$ cat src/rtl/soc_pkg.sv
// Shared SoC constants and types: SRAM address window and the OBI response tag.
package soc_pkg;

   localparam logic [31:0] SRAM_BASE = 32'h8000_0000;
   localparam logic [31:0] SRAM_END  = 32'h8000_C000;

   // id selects the master the response belongs to; err marks a request that never reached SRAM
   typedef struct packed {
      logic id;
      logic err;
   } rsp_tag_t;

   function automatic logic in_window(input logic [31:0] addr,
                                      input logic [31:0] base,
                                      input logic [31:0] lim);
      return (addr >= base) && (addr < lim);
   endfunction

endpackage

$ cat src/rtl/obi_rsp_fifo.sv
// Small synchronous FIFO of response tags, one entry per granted request still owed a response.
module obi_rsp_fifo
   import soc_pkg::*;
#(
   parameter int unsigned DEPTH = 2
) (
   input  logic     clk_i,
   input  logic     rst_i,
   input  logic     push_i,
   input  rsp_tag_t data_i,
   input  logic     pop_i,
   output rsp_tag_t head_o,
   output logic     full_o,
   output logic     empty_o
);

   localparam logic [1:0] LAST = 2'(DEPTH - 1);
   localparam logic [2:0] FULL_CNT = 3'(DEPTH);

   // Storage sized for the largest legal depth so the 2-bit pointers index it exactly
   rsp_tag_t   mem [4];
   logic [1:0] wr_ptr, rd_ptr;
   logic [2:0] count;
   logic       do_push, do_pop;

   assign full_o  = (count == FULL_CNT);
   assign empty_o = (count == 3'd0);
   assign do_push = push_i & ~full_o;
   assign do_pop  = pop_i & ~empty_o;
   assign head_o  = mem[rd_ptr];

   always_ff @(posedge clk_i) begin
      if (rst_i) begin
         wr_ptr <= 2'd0;
         rd_ptr <= 2'd0;
         count  <= 3'd0;
         for (int i = 0; i < 4; i++) mem[i] <= '0;
      end else begin
         if (do_push) begin
            mem[wr_ptr] <= data_i;
            wr_ptr      <= (wr_ptr == LAST) ? 2'd0 : wr_ptr + 2'd1;
         end
         if (do_pop)
            rd_ptr <= (rd_ptr == LAST) ? 2'd0 : rd_ptr + 2'd1;
         case ({do_push, do_pop})
            2'b10:   count <= count + 3'd1;
            2'b01:   count <= count - 3'd1;
            default: count <= count;
         endcase
      end
   end

endmodule

$ cat src/rtl/obi_sram_arb.sv
// Two-master OBI arbiter in front of one SRAM data port; out-of-window requests are
// granted locally and answered with an error response in grant order.
module obi_sram_arb
   import soc_pkg::*;
#(
   parameter logic [31:0] SRAM_BASE_ADDR  = SRAM_BASE,
   parameter logic [31:0] SRAM_END_ADDR   = SRAM_END,
   parameter int unsigned MAX_OUTSTANDING = 2
) (
   input  logic        clk_i,
   input  logic        rst_i,

   input  logic        m0_req_i,
   input  logic        m0_we_i,
   input  logic [31:0] m0_addr_i,
   input  logic [3:0]  m0_be_i,
   input  logic [31:0] m0_wdata_i,
   output logic        m0_gnt_o,
   output logic        m0_rvalid_o,
   output logic        m0_err_o,
   output logic [31:0] m0_rdata_o,

   input  logic        m1_req_i,
   input  logic        m1_we_i,
   input  logic [31:0] m1_addr_i,
   input  logic [3:0]  m1_be_i,
   input  logic [31:0] m1_wdata_i,
   output logic        m1_gnt_o,
   output logic        m1_rvalid_o,
   output logic        m1_err_o,
   output logic [31:0] m1_rdata_o,

   output logic        s_req_o,
   output logic        s_we_o,
   output logic [31:0] s_addr_o,
   output logic [3:0]  s_be_o,
   output logic [31:0] s_wdata_o,
   input  logic        s_gnt_i,
   input  logic        s_rvalid_i,
   input  logic [31:0] s_rdata_i,

   output logic        illegal_memory_o
);

   logic        rr_ptr;       // 0: m0 has priority, 1: m1 has priority
   logic        win;          // 0: m0 wins, 1: m1 wins
   logic        arb_ok, win_hit, win_gnt;
   logic        fifo_full, fifo_empty, rsp_fire;
   logic [31:0] rsp_data;
   rsp_tag_t    push_tag, head;

   always_comb begin
      win      = (m0_req_i & m1_req_i) ? rr_ptr : m1_req_i;
      arb_ok   = (m0_req_i | m1_req_i) & ~fifo_full & ~rst_i;
      s_we_o    = win ? m1_we_i    : m0_we_i;
      s_addr_o  = win ? m1_addr_i  : m0_addr_i;
      s_be_o    = win ? m1_be_i    : m0_be_i;
      s_wdata_o = win ? m1_wdata_i : m0_wdata_i;
      win_hit  = in_window(s_addr_o, SRAM_BASE_ADDR, SRAM_END_ADDR);
      s_req_o  = arb_ok & win_hit;
      // A miss never touches the SRAM, so it is granted immediately
      win_gnt  = arb_ok & (win_hit ? s_gnt_i : 1'b1);
      m0_gnt_o = win_gnt & ~win;
      m1_gnt_o = win_gnt &  win;
      illegal_memory_o = arb_ok & ~win_hit;
      push_tag.id  = win;
      push_tag.err = ~win_hit;
   end

   obi_rsp_fifo #(.DEPTH(MAX_OUTSTANDING)) u_rsp_fifo (
      .clk_i   (clk_i),
      .rst_i   (rst_i),
      .push_i  (win_gnt),
      .data_i  (push_tag),
      .pop_i   (rsp_fire),
      .head_o  (head),
      .full_o  (fifo_full),
      .empty_o (fifo_empty)
   );

   always_comb begin
      // A pending error response yields to any SRAM beat arriving in the same cycle
      rsp_fire    = ~fifo_empty & ~rst_i & (head.err ? ~s_rvalid_i : s_rvalid_i);
      rsp_data    = head.err ? 32'h0 : s_rdata_i;
      m0_rvalid_o = rsp_fire & ~head.id;
      m1_rvalid_o = rsp_fire &  head.id;
      m0_err_o    = m0_rvalid_o & head.err;
      m1_err_o    = m1_rvalid_o & head.err;
      m0_rdata_o  = m0_rvalid_o ? rsp_data : 32'h0;
      m1_rdata_o  = m1_rvalid_o ? rsp_data : 32'h0;
   end

   always_ff @(posedge clk_i) begin
      if (rst_i)        rr_ptr <= 1'b0;
      else if (win_gnt) rr_ptr <= ~win;
   end

endmodule
$ cat config.mk
export PLATFORM = sky130hd
export DESIGN_NAME = obi_sram_arb
export DESIGN_NICKNAME = d
export VERILOG_FILES = /design/src/rtl/soc_pkg.sv /design/src/rtl/obi_rsp_fifo.sv /design/src/rtl/obi_sram_arb.sv
export SDC_FILE = /design/constraint.sdc
export NUM_CORES = 1
export LEC_CHECK = 0
export ABC_AREA = 1
export CELL_PAD_IN_SITES_DETAIL_PLACEMENT = 0
export CELL_PAD_IN_SITES_GLOBAL_PLACEMENT = 1
export CORE_ASPECT_RATIO = 0.75
export CORE_MARGIN = 10
export CORE_UTILIZATION = 15
export DETAILED_ROUTE_END_ITERATION = 7
export PLACE_DENSITY_LB_ADDON = 0.12
export SYNTH_ARGS = -nofsm -noshare
export SYNTH_HDL_FRONTEND = slang
export SYNTH_SLANG_ARGS = --single-unit
$ cat constraint.sdc
create_clock -name clk_i -period 7.15 [get_ports clk_i]
set_input_delay 1.43 -clock clk_i [delete_from_list [all_inputs] [get_ports clk_i]]
set_output_delay 1.43 -clock clk_i [all_outputs]
set_load 0.005 [all_outputs]
Word-level counts from Yosys, hierarchy flattened
Memory sizes are Yosys's and may differ from the RTL's. A register that Yosys moved wholly into a read port is not among the register bits.
Index checks and enable logic that the tools add are counted.
{"block": "totals", "regBits": 8, "mem_bits_rw": 8, "in_bits": 176, "output_inout_bits": 141, "elab_cells": 67, "memories": 1}
{"block": "classes", "addsub": 4, "magnitude_cmp": 2, "eq_ne": 5, "muxes": 23, "n_bitwise": 24, "n_reduce_logical": 4}
{"name": "u_rsp_fifo.mem", "words": 4, "width": 2, "rd": 1, "rd_clocked_by_memory_dff": 1, "wr": 4, "line_no": "obi_rsp_fifo.sv:21", "text": "rsp_tag_t mem [4];"}
{"operator": "2-to-1 mux 32 bit", "count": 5}
{"operator": "greater-or-equal comparator 32 bit (second input constant)", "count": 1}
{"operator": "< comparator 32 bit (second input constant)", "count": 1}
{"operator": "bitwise AND 1 bit", "count": 16}
{"operator": "2-to-1 mux 2 bit", "count": 6}
{"operator": "2-to-1 mux 1 bit", "count": 10}
{"operator": "inverter 1 bit", "count": 7}
{"operator": "equality test 2 x 1 -> 1 bit (second input constant)", "count": 3}
{"operator": "case mux 3 bit (2 select lines)", "count": 1}
{"operator": "adder 2 x 1 -> 2 bit (second input constant)", "count": 2}
{"operator": "2-to-1 mux 4 bit", "count": 1}
{"operator": "adder 3 x 1 -> 3 bit (second input constant)", "count": 1}
{"operator": "equality test 3 x 2 -> 1 bit (second input constant)", "count": 1}
{"operator": "zero test 3 bit", "count": 1}
{"operator": "subtractor 3 x 1 -> 3 bit (second input constant)", "count": 1}
{"operator": "equality test 2 bit (second input constant)", "count": 1}
{"operator": "nonzero test 2 bit", "count": 1}
{"operator": "OR reduction 2 bit", "count": 1}
{"operator": "logical AND 1 bit", "count": 1}
{"operator": "OR 1 bit", "count": 1}

Depth between registers and ports, before layout
Gate-level depths: netlist of the first run.
{"block": "logic_depth", "ltp_word": 13, "mapped_depth": 21, "mapped_depth_nobuf": 20}

Cells and area by module
A second synthesis of the first run with hierarchy kept.
{"block": "hier_totals", "hier_cells": 476, "hier_area_um2": 2469.9}
{"mod": "obi_sram_arb", "n_inst": 1, "cells_each": 389, "area_per_inst_um2": 1686.6, "seq_area_each_um2": 20.0}
{"mod": "obi_rsp_fifo", "n_inst": 1, "cells_each": 87, "area_per_inst_um2": 783.3, "seq_area_each_um2": 420.4}

Least setup slack after synthesis of the first run
OpenSTA, ideal clock, no wires.
{"block": "synth_path", "kind": "input port to output port", "from": "input m1_req_i", "to": "output m0_gnt_o", "t_arrival_ns": 2.541, "required_ns": 5.720, "path_slack_ns": 3.179, "stages": 14, "n_path_buf": 2, "cell_sequence": "buf_4 nand2_8 inv_4 buf_6 nand2_2 nand2_2 nor2_2 nand2_1 nor2_2 nand2_2 nand2_4 nand2_4 inv_2 nor2_1"}
{"block": "synth_between", "elab_chain_cells": 8, "word_cells_on_any_way": 13, "cone_classes": "2 x order compare; 3 x mux; 7 x bitwise; 1 x reduce/logical"}
{"element": "start, declared", "line_no": "obi_sram_arb.sv:23", "text": "input logic m1_req_i,"}
{"element": "bitwise AND 1 bit", "line_no": "obi_sram_arb.sv:53", "text": "win = (m0_req_i & m1_req_i) ? rr_ptr : m1_req_i;"}
{"element": "2-to-1 mux 1 bit (*)", "line_no": "obi_sram_arb.sv:53"}
{"element": "2-to-1 mux 32 bit (*)", "line_no": "obi_sram_arb.sv:56", "text": "s_addr_o = win ? m1_addr_i : m0_addr_i;"}
{"element": "net s_addr_o[18]", "line_no": "obi_sram_arb.sv:35", "text": "output logic [31:0] s_addr_o,"}
{"element": "greater-or-equal comparator 32 bit / < comparator 32 bit (equally long branches)", "line_no": "soc_pkg.sv:16", "text": "return (addr >= base) && (addr < lim);"}
{"element": "logical AND 1 bit (*)", "line_no": "soc_pkg.sv:16"}
{"element": "2-to-1 mux 1 bit (*)", "line_no": "obi_sram_arb.sv:62", "text": "win_gnt = arb_ok & (win_hit ? s_gnt_i : 1'b1);"}
{"element": "bitwise AND 1 bit (*)", "line_no": "obi_sram_arb.sv:62"}
{"element": "bitwise AND 1 bit (*)", "line_no": "obi_sram_arb.sv:63", "text": "m0_gnt_o = win_gnt & ~win;"}
{"element": "end, declared", "line_no": "obi_sram_arb.sv:18", "text": "output logic m0_gnt_o,"}
Mark *: on every way through the listed nets, which the timed path passes. The rest lies on a longest branch.

Worst setup path after layout of the first run
{"block": "layout_path", "from": "input m1_req_i", "to": "output m0_gnt_o"}
{"block": "layout_between", "elab_chain_cells": 8, "word_cells_on_any_way": 13, "cone_classes": "2 x order compare; 3 x mux; 7 x bitwise; 1 x reduce/logical"}
{"element": "bitwise AND 1 bit", "line_no": "obi_sram_arb.sv:53"}
{"element": "2-to-1 mux 1 bit", "line_no": "obi_sram_arb.sv:53"}
{"element": "2-to-1 mux 32 bit", "line_no": "obi_sram_arb.sv:56"}
{"element": "greater-or-equal comparator 32 bit / < comparator 32 bit (equally long branches)", "line_no": "soc_pkg.sv:16"}
{"element": "logical AND 1 bit", "line_no": "soc_pkg.sv:16"}
{"element": "2-to-1 mux 1 bit", "line_no": "obi_sram_arb.sv:62"}
{"element": "bitwise AND 1 bit", "line_no": "obi_sram_arb.sv:62"}
{"element": "bitwise AND 1 bit (*)", "line_no": "obi_sram_arb.sv:63"}
Mark *: on every way between the ends. The rest lies on a longest branch, timed or not.

==> metrics.md, run 1 <==
| Metric | Value |
|---|---|
| Setup CP Type | input port to output pin |
| WL final | 16.06 mm |
| Final net count | 938 |
| Cell row count | 40 |
| Starting Density | 15.21% |
| Dpl ws | 1.350 ns |
| RSZ-0062 raised after global routing | false |
| Setup crit start kind | input port |
| DIE AREA | 21730 µm² |
| Worst Path Arrival | 4.35 ns |
| First-pass GRT wire length | 23.09 mm |
| Cts hold-fix bufs | 0 |
| Total grt overflow | 0 |
| R2r worst-path depth | 19 |
| PwrDens | 125.7 nW/µm² |
| Cells after synthesis | 466 |
| Register area share after synthesis | 18.13% |
| Worst-Margin Slew | 1.022 ns |
| Max frequency | 0.1731 GHz |
| CP Capture Type | output pin |
| Vias in the first global route | 4051 |
| Gpl congestion | 0.8185 |
| Layout cell share with drive strength beyond 1 | 4.611% |
| Max Cap Viol | 0 |
| Post-route clock period utilization | 80.79% |
| CP required | 5.72 ns |
| Overall Power | 0.0007293 W |
| CTS tree | done |
| Area share of the largest cell type after synthesis | 32.77% |
| WL/cell | 16.57 µm |
| R2R setup slack | 3.86 ns |
| Syn_nets | 644 |
| Post-Syn Area | 2429 µm² |
| Origin of the critical flop-to-flop path | rr_ptr |
| Fin util | 36.33% |
| CP Max Fanout | 60 |
| Max Clock Skew | 0.004311 ns |
| Worst VDD drop | 0.00007991 V |
| Post-route setup slack | 1.374 ns |
| H-Tree Depth | 1 |
| Pre-Repair DR Iteration Count | 4 |
| Yosys reg bits | 18 |
| Post-cts sizing count | 0 |
| Antenna violations before repair | 0 |
| Chip width | 166.9 µm |
| HP Class | register to register |
| Synth Warn # | 0 |
| Tmin final | 5.776 ns |
| Post-synth top area cell | nand2_1 |
| Final setup fails | 0 |
| Latest clock arrival within the worst-skew pair | 0.25 ns |
| DRT iter0 DRCs | 116 |
| Post-Syn Area per Cell | 5.212 µm² |
| Fill cells | 1673 |
| Total track usage | 13.33% |
| Reg-to-reg endpoint | u_rsp_fifo.count[2] |
| Largest cells by area after synthesis | nand2_1 (33%), nor3_1 (14%), edfxtp_1 (9.9%) |
| Drt drc | 0 |
| Hold Path Origin | u_rsp_fifo.rd_ptr[1] |
| ANT cells | 0 |
| Synth cell types | 31 |
| CTS Buffer Depth | 2 |
| Slew HR | 31.79% |
| Status | finished clean |
| IO Pins | 317 |
| Count of pins over their slew limit | 0 |
| Largest net degree at the start of global routing | 69 |
| Clk sinks | 18 |
| Fin. Hold Viols | 0 |
| Reg clk slew, reported paths | 0.05 ns |
| Core Area | 15970 µm² |
| Worst hold slack | 0.4212 ns |
| Post-CTS setup buffers | 0 |
| Detail Placement HPWL | 14.05 mm |
| Area growth syn-to-layout | 138.8% |
| Die Y-Extent | 130.2 µm |
| Hold Path Cell Cnt | 2 |
| CTS root buf | clkbuf_16 |
| Leakage | 2.552 nW |
| DR vias/cell | 3.960 |
| ANT nets after route | 0 |
| Sum Neg Setup Slack | 0 ns |
| Port bufs | 316 |
| Vias | 3837 |
| CTS buffer count | 3 |
## where the power goes
group	total (W)	switching, W	internal (W)	leakage (nW)
logic	0.000485	0.000234	0.000251	2.35
clock network	0.000112	0.0000359	0.0000757	0.0382
registers	0.000133	0.00000792	0.000125	0.163
total	0.000729	0.000277	0.000452	2.55
## worst max-delay path: stages
cell             delay [ns]
clkdlybuf4s50_1        0.64
nand2_8                0.27
buf_4                  0.52
nand2_1                0.15
nand2_2                0.12
nor2_2                 0.03
nand2_1                0.10
nor2_2                 0.06
nand2_2                0.07
nand2_4                0.09
nand2_4                0.13
inv_2                  0.06
nor2_1                 0.12
clkdlybuf4s50_1        0.53
## routing by layer
metal,global-route usage (%),part of all wire (%),vias up
met5,0,0,-
met4,2.112,1.2,0
met3,6.791,11,10
met2,27.25,56,144
met1,11.52,31,1665
li1,-,-,2018
## area by class of cell
cell class | count | area [µm²] | area share (%)
repair buffers | 317 | 3171 | 54.66
clock buffers | 4 | 78.83 | 1.359
multi-input cells | 355 | 1602 | 27.61
well taps | 210 | 262.8 | 4.530
inverters | 65 | 246.5 | 4.249
flip-flops and latches | 18 | 440.4 | 7.593
## kinds of logic after synthesis
family                     synth area share (%)
adders and majority gates                 1.339
AOI/OAI and AO/OA                         4.174
and+or+nand+nor                           60.43
DFF                                       18.13
buffers and inverters                     15.92
## through the flow
step / area, µm² / cells
4_1_cts: 5801 / 969
6_report: 5801 / 969
3_5_place_dp: 5722 / 965
3_3_place_gp: 5722 / 965
2_1_floorplan: 2429 / 466
5_1_grt: 5801 / 969
## how the worst max path moves through the flow
stage / from / end / cells after the start
finish: m1_req_i / m0_gnt_o / 14
global route: m1_req_i / m0_gnt_o / 14
CTS: m1_req_i / m0_gnt_o / 14
detailed placement: m1_req_i / m0_gnt_o / 14
global placement: m1_req_i / m0_gnt_o / 14
floorplan: m1_req_i / m0_gnt_o / 14
## cell usage after synthesis
cell type and count:
a31oi_1 1, clkinv_1 1, buf_1 4, a21oi_2 1, nand3b_1 1, nand3_1 15
nand3_2 4, edfxtp_1 8, nor2_2 5, inv_2 7, or2_1 1, inv_4 1
buf_6 3, clkbuf_1 13, o21ai_0 4, o21ai_2 2, nor3_1 67, a32oi_1 1
nand2_4 3, buf_2 7, buf_4 1, nand2_8 1, nor2_1 19, nand2_1 212
a21oi_1 8, dfxtp_1 10, nor3b_1 1, fa_1 1, nand2_2 7, inv_1 56
ha_1 1
## layout by cell type, fill, tap and decap left out, types with 4 or more instances in the layout
master           instances
inv_1                   56
nand3_1                 15
nor2_1                  19
o21ai_0                  4
nand2_2                  7
a21oi_1                  8
nand2_1                212
dfxtp_1                 10
edfxtp_1                 8
nor2_2                   5
nor3_1                  67
clkdlybuf4s50_1        316
nand3_2                  4
inv_2                    7
No activity file was read; power rests on OpenSTA's default activity.
==> run 2: changes to the inputs <==
--- a/config.mk
+++ b/config.mk
@@ -10,7 +10,7 @@
 export CELL_PAD_IN_SITES_GLOBAL_PLACEMENT = 1
 export CORE_ASPECT_RATIO = 0.75
 export CORE_MARGIN = 10
-export CORE_UTILIZATION = 15
+export CORE_UTILIZATION = 13
 export DETAILED_ROUTE_END_ITERATION = 7
 export PLACE_DENSITY_LB_ADDON = 0.12
 export SYNTH_ARGS = -nofsm -noshare
==> constraint.sdc (replaced) <==
create_clock -name clk_i -period 5.1 [get_ports clk_i]
set_input_delay 1.02 -clock clk_i [delete_from_list [all_inputs] [get_ports clk_i]]
set_output_delay 1.02 -clock clk_i [all_outputs]
set_load 0.005 [all_outputs]
==> run 2 against run 1 <==
  * Final cell count up 4.1%
  * Worst setup slack worse by 0.90 ns
  * Routed wire length up 1.6%
  * Via count up 1.3%
  * Highest routed layer is now met5
  * Clock power up 54%
  * Register-to-register slack worse by 1.7 ns
  * Power up 44%
  * Critical path depth unchanged
  * Flip-flop and latch count unchanged
  * First-iteration DRC count up 21%
==> metrics.md, run 2 (same netlist as run 1, synthesis figures left out) <==
| Metric | Value |
|---|---|
| Status | finished clean (unchanged) |
| Total grt overflow | 0 (unchanged) |
| Max frequency | 0.2160 GHz |
| PwrDens | 178.2 nW/µm² (was 125.7 nW/µm²) |
| Total track usage | 12.68% (was 13.33%) |
| CP Max Fanout | 22 (was 60) |
| Worst Path Arrival | 3.61 ns (was 4.35 ns) |
| CP required | 4.08 ns (was 5.72 ns) |
| Max Clock Skew | 0.004460 ns (was 0.004311 ns) |
| Slew HR | 57.06% (was 31.79%) |
| Final setup fails | 0 (unchanged) |
| Cell row count | 43 (was 40) |
| DR vias/cell | 3.852 (was 3.960) |
| CP Capture Type | output pin (unchanged) |
| CTS Buffer Depth | 2 (unchanged) |
| Max Cap Viol | 0 (unchanged) |
| Starting Density | 13.20% (was 15.21%) |
| Layout cell share with drive strength beyond 1 | 5.118% (was 4.611%) |
| HP Class | register to register (unchanged) |
| WL final | 16.32 mm (was 16.06 mm) |
| Die Y-Extent | 138.4 µm (was 130.2 µm) |
| IO Pins | 317 (unchanged) |
| Drt drc | 0 (unchanged) |
| RSZ-0062 raised after global routing | false (unchanged) |
| WL/cell | 16.17 µm (was 16.57 µm) |
| Reg clk slew, reported paths | 0.05 ns (about the same) |
| Origin of the critical flop-to-flop path | rr_ptr (unchanged) |
| Commonest non-fill, non-tap cells in the layout | clkdlybuf4s50_1 (316), nand2_1 (212), nor3_1 (67) (unchanged) |
| Final net count | 941 (was 938) |
| Hold Path Origin | u_rsp_fifo.rd_ptr[1] (unchanged) |
| Pre-Repair DR Iteration Count | 5 (was 4) |
| Vias | 3887 (was 3837) |
| Largest net degree at the start of global routing | 67 (was 69) |
| H-Tree Depth | 1 (unchanged) |
| CTS buffer count | 3 (unchanged) |
| Chip width | 177.8 µm (was 166.9 µm) |
| Worst VDD drop | 0.0001422 V (was 0.00007991 V) |
| ANT cells | 0 (unchanged) |
| Leakage | 2.572 nW (was 2.552 nW) |
| Setup crit start kind | input port (unchanged) |
| Post-CTS setup buffers | 0 (unchanged) |
| Antenna violations before repair | 1 (was 0) |
| Layout Cells excl Fill | 1009 (was 969) |
| Setup CP Type | input port to output pin (unchanged) |
| Sum Neg Setup Slack | 0 ns (unchanged) |
| ANT nets after route | 0 (unchanged) |
| CTS root buf | clkbuf_16 (unchanged) |
| Count of pins over their slew limit | 0 (unchanged) |
| Port bufs | 316 (unchanged) |
| Post-cts sizing count | 0 (unchanged) |
| DIE AREA | 24610 µm² (was 21730 µm²) |
| DRT iter0 DRCs | 140 (was 116) |
| Clk sinks | 18 (unchanged) |
| Cts hold-fix bufs | 0 (unchanged) |
| Vias in the first global route | 4227 (was 4051) |
| Inst Count DP | 1005 (was 965) |
| Fill cells | 2025 (was 1673) |
| Tmin final | 4.630 ns |
| Post-route clock period utilization | 90.79% |
| Latest clock arrival within the worst-skew pair | 0.25 ns (about the same) |
| Gpl congestion | 0.7756 (was 0.8185) |
| Dpl ws | 0.4185 ns (was 1.350 ns) |
| CTS tree | done (unchanged) |
| Area growth syn-to-layout | 142.1% (was 138.8%) |
| Post-route setup slack | 0.4696 ns (was 1.374 ns) |
| Core Area | 18400 µm² (was 15970 µm²) |
| Detail Placement HPWL | 14.30 mm (was 14.05 mm) |
| Critical Path Source | m1_req_i (unchanged) |
| Commonest non-fill, non-tap cell in the layout | clkdlybuf4s50_1 (unchanged) |
| First-pass GRT wire length | 24.72 mm (was 23.09 mm) |
| Fin. Hold Viols | 0 (unchanged) |
| Worst-Margin Slew | 0.6441 ns (was 1.022 ns) |
[run 2: path summary, 6_finish.rpt]
check,end,slack [ns],cells after the start
max,m0_gnt_o,0.47,14
min,u_rsp_fifo.rd_ptr[1],0.44,2
max reg2reg,u_rsp_fifo.count[2],2.19,20
min reg2reg,u_rsp_fifo.rd_ptr[1],0.44,2
[run 2: routing by layer]
| layer | up-vias | routed length (µm) | share of wire, % | global-route usage, % |
|---|---|---|---|---|
| li1 | 2026 | - | - | - |
| met1 | 1724 | 5310 | 33 | 11.24 |
| met2 | 125 | 9368 | 57 | 26.38 |
| met3 | 10 | 1519 | 9.3 | 5.252 |
| met4 | 2 | 103 | 0.63 | 1.051 |
| met5 | - | 13 | 0.080 | 0 |
[run 2: through the flow]
stage	utilization (%)	hold slack, ns	total power [W]	instance area [µm²]
final	31.95	0.4400	0.001048	5879
after global routing	31.95	0.4855	0.001138	5879
after CTS	31.95	0.4415	0.001072	5879
after detailed placement	31.47	0.4280	0.0008923	5791
after global placement	31.47	0.4106	0.0008924	5791
after floorplan	-	0.4023	0.0004844	2429
[run 2: layout make-up]
cell class / count / area (µm²) / share of cell area, %
flip-flops and latches: 18 / 440.4 / 7.491
multi-input cells: 355 / 1602 / 27.24
inverters: 65 / 246.5 / 4.192
clock buffers: 4 / 88.84 / 1.511
repair buffers: 320 / 3193 / 54.31
well taps: 247 / 309.0 / 5.256
[run 2: worst max-delay path: stages]
cell and delay, ns:
clkdlybuf4s50_1 0.62, nand2_8 0.28, buf_4 0.30, nand2_1 0.09, nand2_1 0.11, nor2_2 0.05, nand2_1 0.10, nor2_2 0.06
nand2_2 0.07, nand2_4 0.09, nand2_4 0.12, inv_2 0.06, nor2_1 0.11, clkdlybuf4s50_1 0.52
[run 2: report_power, final]
| group | total, W | switching [W] | internal [W] |
|---|---|---|---|
| clock network | 0.000173 | 0.0000538 | 0.000119 |
| registers | 0.000187 | 0.0000121 | 0.000175 |
| logic | 0.000687 | 0.000330 | 0.000357 |
